<file path="src/rtl/uart_rx.sv">
// uart_rx: oversampling 8N1 UART receiver (LSB first).
//   clk, rst_n   : system clock, async active-low reset
//   os_tick      : one-clk strobe at OVERSAMPLE x baud
//   rx           : async serial line, idle high
//   rx_data/rx_valid/rx_ready : holding register with valid/ready handshake
//   frame_err    : 1-clk pulse when the stop bit samples low
//   overrun      : 1-clk pulse when a good frame finds the holder still full
//   rx_busy      : receiver not idle
module uart_rx #(
  parameter int DATA_BITS  = 8,
  parameter int OVERSAMPLE = 16
) (
  input  logic                 clk,
  input  logic                 rst_n,
  input  logic                 os_tick,
  input  logic                 rx,
  output logic [DATA_BITS-1:0] rx_data,
  output logic                 rx_valid,
  input  logic                 rx_ready,
  output logic                 frame_err,
  output logic                 overrun,
  output logic                 rx_busy
);

  localparam int TW = (OVERSAMPLE > 1) ? $clog2(OVERSAMPLE) : 1;
  localparam logic [TW-1:0] HALF_M1  = TW'(OVERSAMPLE/2 - 1);
  localparam logic [TW-1:0] FULL_M1  = TW'(OVERSAMPLE - 1);
  localparam logic [3:0]    LAST_BIT = 4'(DATA_BITS - 1);

  typedef enum logic [2:0] {
    S_IDLE  = 3'd0,
    S_START = 3'd1,
    S_DATA  = 3'd2,
    S_STOP  = 3'd3,
    S_BREAK = 3'd4
  } state_e;

  state_e               state_q, state_d;
  logic                 rx_meta_q, rx_s_q;
  logic [TW-1:0]        tick_cnt_q, tick_cnt_d;
  logic [3:0]           bit_idx_q, bit_idx_d;
  logic [DATA_BITS-1:0] shift_q, shift_d;
  logic [DATA_BITS-1:0] rx_data_q, rx_data_d;
  logic                 rx_valid_q, rx_valid_d;
  logic                 frame_err_q, frame_err_d;
  logic                 overrun_q, overrun_d;

  // Two-flop synchronizer; resets to the idle-high line level so reset
  // release never looks like a start bit.
  always_ff @(posedge clk or negedge rst_n) begin
    if (!rst_n) begin
      rx_meta_q <= 1'b1;
      rx_s_q    <= 1'b1;
    end else begin
      rx_meta_q <= rx;
      rx_s_q    <= rx_meta_q;
    end
  end

  always_ff @(posedge clk or negedge rst_n) begin
    if (!rst_n) begin
      state_q     <= S_IDLE;
      tick_cnt_q  <= '0;
      bit_idx_q   <= '0;
      shift_q     <= '0;
      rx_data_q   <= '0;
      rx_valid_q  <= 1'b0;
      frame_err_q <= 1'b0;
      overrun_q   <= 1'b0;
    end else begin
      state_q     <= state_d;
      tick_cnt_q  <= tick_cnt_d;
      bit_idx_q   <= bit_idx_d;
      shift_q     <= shift_d;
      rx_data_q   <= rx_data_d;
      rx_valid_q  <= rx_valid_d;
      frame_err_q <= frame_err_d;
      overrun_q   <= overrun_d;
    end
  end

  always_comb begin
    state_d     = state_q;
    tick_cnt_d  = tick_cnt_q;
    bit_idx_d   = bit_idx_q;
    shift_d     = shift_q;
    rx_data_d   = rx_data_q;
    rx_valid_d  = rx_valid_q;
    frame_err_d = 1'b0;
    overrun_d   = 1'b0;

    // Handshake runs every clk; a store below on the same edge wins.
    if (rx_valid_q && rx_ready) rx_valid_d = 1'b0;

    case (state_q)
      S_IDLE: if (os_tick && !rx_s_q) begin
        state_d    = S_START;
        tick_cnt_d = '0;
      end
      S_START: if (os_tick) begin
        if (tick_cnt_q == HALF_M1) begin
          // Mid start bit: still low means a real frame, else a glitch.
          if (!rx_s_q) begin
            state_d    = S_DATA;
            tick_cnt_d = '0;
            bit_idx_d  = '0;
          end else begin
            state_d = S_IDLE;
          end
        end else begin
          tick_cnt_d = tick_cnt_q + 1'b1;
        end
      end
      S_DATA: if (os_tick) begin
        if (tick_cnt_q == FULL_M1) begin
          shift_d    = {rx_s_q, shift_q[DATA_BITS-1:1]};
          tick_cnt_d = '0;
          bit_idx_d  = bit_idx_q + 1'b1;
          if (bit_idx_q == LAST_BIT) state_d = S_STOP;
        end else begin
          tick_cnt_d = tick_cnt_q + 1'b1;
        end
      end
      S_STOP: if (os_tick) begin
        if (tick_cnt_q == FULL_M1) begin
          tick_cnt_d = '0;
          if (rx_s_q) begin
            // Holder is free if empty or being drained on this very edge.
            if (!rx_valid_q || rx_ready) begin
              rx_data_d  = shift_q;
              rx_valid_d = 1'b1;
            end else begin
              overrun_d = 1'b1;
            end
            state_d = S_IDLE;
          end else begin
            frame_err_d = 1'b1;
            state_d     = S_BREAK;
          end
        end else begin
          tick_cnt_d = tick_cnt_q + 1'b1;
        end
      end
      // Park until the line returns high so a held break flags only once.
      S_BREAK: if (os_tick && rx_s_q) state_d = S_IDLE;
      default: state_d = S_IDLE;
    endcase
  end

  assign rx_data   = rx_data_q;
  assign rx_valid  = rx_valid_q;
  assign frame_err = frame_err_q;
  assign overrun   = overrun_q;
  assign rx_busy   = (state_q != S_IDLE);

endmodule

</file>
<file path="config.mk">
export PLATFORM = sky130hd
export DESIGN_NAME = uart_rx
export DESIGN_NICKNAME = d
export VERILOG_FILES = /design/src/rtl/uart_rx.sv
export SDC_FILE = /design/constraint.sdc
export NUM_CORES = 1
export LEC_CHECK = 0
export ABC_AREA = 1
export BUFFER_PORTS_ARGS = -buffer_cell sky130_fd_sc_hd__clkbuf_2
export CORE_MARGIN = 1
export CORE_UTILIZATION = 50
export DETAILED_ROUTE_END_ITERATION = 8
export HOLD_SLACK_MARGIN = 0.05
export PLACE_DENSITY = 0.81
export SLEW_MARGIN = 30
export SYNTH_ARGS = -nofsm -noshare
export SYNTH_HDL_FRONTEND = slang
export SYNTH_SLANG_ARGS = --single-unit
</file>
<file path="constraint.sdc">
create_clock -name clk -period 1.5 [get_ports clk]
set_clock_uncertainty 0.1 [all_clocks]
set_input_delay 0.15 -clock clk [delete_from_list [all_inputs] [get_ports clk]]
set_output_delay 0.15 -clock clk [all_outputs]
set_load 0.1 [all_outputs]
</file>
==> results_dict.tcl <==
set metrics [dict create \
    postPlaceCellArea_sq_um 1919 \
    synth-async-reset-ratio_pct 100.0 \
    wire_per_inst_um 12.64 \
    synth_edf_count 0 \
    seq_area_frac_synth_pct 47.21 \
    yosysMostFrequentCell "nand2_1" \
    regArea_sq_um 808.3 \
    syn_avg_cell_area_sq_um 8.424 \
    synth_top_cell_by_area "dfrtp_1" \
    p_leak_nw 1.196 \
    drc_errors 0 \
    max-vdd-ir-drop_mv 0.7864 \
    hold_viol_final 0 \
    ant_nets 0 \
    grt_pass1_wl_um 5609 \
    cp_max_fo 15 \
    synth_top_area_share_pct 44.12 \
    synthTopCellsByArea "dfrtp_1, nand2_1, nand3_1" \
    num_rows 20 \
    cts.path.max_buffers 2 \
    drt_first_pass_iters 4 \
    cts_inserted_buffers 5 \
    mappedNetlistArea_sq_um 1702 \
    worst_slew_pin_slew_ns 0.5466 \
    cts_tree "built" \
    synth_ff_type "dfrtp_1" \
    gp_congestion 0.9045 \
    rsz0062_at_grt "true" \
    area_growth_pct 29.85 \
    synth_seq_cells 32 \
    multiInputGateArea_sq_um 910.9 \
    design_area_sq_um 2210 \
    setup_viol 1 \
    fin_ws_ns -0.01434 \
    maxSlewViolCount 0 \
    grt_max_degree 33 \
    first_global_vias 1311 \
    clkLatencyLatePin_ns 0.35 \
    cts_root_buffer "clkbuf_4" \
    antenna_found_initial 0 \
    power_density_nw_per_um2 1402 \
    synth.distinct_cells 24 \
    rrSetupSlack_ns -0.01 \
    grt.overflow.total 0 \
    totalWireLength_um 3728 \
    viasPerCell 4.905 \
    holdCritPathClass "input port to async pin" \
    ys_top_cells_by_count "nand2_1, dfrtp_1, nand3_1" \
    yosys_warnings 0 \
    status "finished, violations left" \
    worst_setup_path_start_kind "flip-flop" \
    syn_inst 202 \
    crit_arrival_ns 1.65 \
    portBuffers 16 \
    design.portCount 17 \
    fin_crit_sh_pct 101.0 \
    drtIter0Drc 47 \
    violations "setup timing" \
    cp-end-kind "flip-flop" \
    cts_sinks 32 \
    drv_cap 0 \
    core-area_sq_um 3128 \
    die_h_um 60.34 \
    worstReg2RegEnd "shift_q[2]$_DFFE_PN0P_" \
    relSlewSlack_pct 63.71 \
    dp_hpwl_um 2346 \
    power.total_w 0.003097 \
    worstSetupPathType "flip-flop to flip-flop" \
    timing.rr.start "tick_cnt_q[0]$_DFFE_PN0P_" \
    clkTransAtPathRegs_ns 0.10 \
    diodes 0 \
    drive_above_1_share_pct 42.63 \
    die_x_um 60.34 \
    required_ns 1.63 \
    layout_min_cycle_time_ns 1.514 \
    fmax_mhz 660.4 \
    track_usage_pct 21.52 \
    initial_core_util_pct 54.40 \
    cts-htree-levels 2 \
    finalNetCount 257 \
    dieArea_sq_um 3640 \
    route.vias.total 1447 \
    final.fill_count 240 \
    synth_fp_nets 209 \
    reg2reg_depth 8 \
]
state kept, by name, indices dropped and copies added (netlist names):
| register | cells |
|---|---|
| rx_valid | 1 |
| rx_meta_q | 1 |
| frame_err | 1 |
| tick_cnt_q | 4 |
| shift_q | 8 |
| state_q | 3 |
| rx_data | 8 |
| bit_idx_q | 4 |
| overrun | 1 |
| rx_s_q | 1 |
power breakdown:
group,total [W],switching [W],internal [W]
sequential,0.00105,0.000106,0.000948
combinational,0.00156,0.000954,0.000611
clock,0.000479,0.000297,0.000182
cell families after synthesis:
family / count (synthesis) / share of synthesized area [%]
compound gates: 17 / 6.324
fa+ha+maj: 2 / 1.470
flops: 32 / 47.21
buf+inv: 20 / 5.735
xor+xnor: 2 / 1.030
simple gates: 129 / 38.24
per-layer routing:
layer / GRT usage (%) / up-vias / share of wire, %
met2: 37.36 / 23 / 50
met3: 6.397 / 10 / 2.8
met1: 24.66 / 665 / 44
met4: 8.970 / 0 / 2.9
li1: - / 749 / -
met5: 0 / - / 0
layout make-up:
class	count	share of cell area, %
clock inverters	1	0.2265
multi-input cells	150	41.22
well taps	44	2.492
inverters	17	3.001
repair buffers	44	14.44
flip-flops and latches	32	36.58
clock buffers	7	2.039
cell usage in the layout (no fill, tap or decap), drive strengths merged, types with 2 or more instances in the layout:
cell type / Yosys / layout
a21oi: 5 / 5
buf: 3 / 26
clkbuf: 0 / 21
dfrtp: 30 / 30
dfstp: 2 / 2
dlygate4sd3: 0 / 4
ha: 2 / 2
inv: 17 / 17
nand2: 76 / 76
nand3: 23 / 23
nand4: 4 / 4
nor2: 24 / 24
o21ai: 12 / 12
what timing repair did:
action                                 4_1_cts  5_1_grt
hold buffers                                 4        0
setup endpoints to repair                   14       28
cloned                                       0        0
pin swaps                                    1       12
gates resized for setup                      5       30
endpoints found under the hold margin       36        0
buffers inserted                             0       11
worst max-delay path by stage:
stage / from / to / slack [ns] / cells after the start
6_report: tick_cnt_q[0]$_DFFE_PN0P_ / shift_q[2]$_DFFE_PN0P_ / -0.01 / 8
5_1_grt: tick_cnt_q[1]$_DFFE_PN0P_ / shift_q[2]$_DFFE_PN0P_ / -0.1 / 8
4_1_cts: tick_cnt_q[0]$_DFFE_PN0P_ / bit_idx_q[1]$_DFFE_PN0P_ / 0.001 / 8
3_5_place_dp: tick_cnt_q[0]$_DFFE_PN0P_ / shift_q[4]$_DFFE_PN0P_ / -0.04 / 8
3_3_place_gp: tick_cnt_q[0]$_DFFE_PN0P_ / shift_q[4]$_DFFE_PN0P_ / -0.005 / 8
2_1_floorplan: rx_valid$_DFF_PN0_ / rx_data[0]$_DFFE_PN0P_ / 0.01 / 5
metrics by stage:
step	cells	utilization (%)	hold slack [ns]	worst slack (ns)	TNS [ns]
2_1_floorplan	202	-	-0.2456	0.01325	0
6_report	295	70.64	0.2401	-0.01434	-0.01434
3_3_place_gp	272	61.36	0.08602	-0.005080	-0.005080
5_1_grt	295	70.64	0.2693	-0.09804	-1.157
3_5_place_dp	272	61.36	0.09596	-0.04308	-0.07027
4_1_cts	284	64.68	0.2435	0.001203	0
worst max-delay path, cell delays in order, from the launching register on:
cell     delay (ns)
dfrtp_1        0.37
ha_2           0.21
nand2_4        0.07
inv_4          0.08
nand2_4        0.07
nor2_4         0.12
nand2_4        0.14
nor2_1         0.19
a21oi_2        0.05
(Power assumes the default switching activity.)
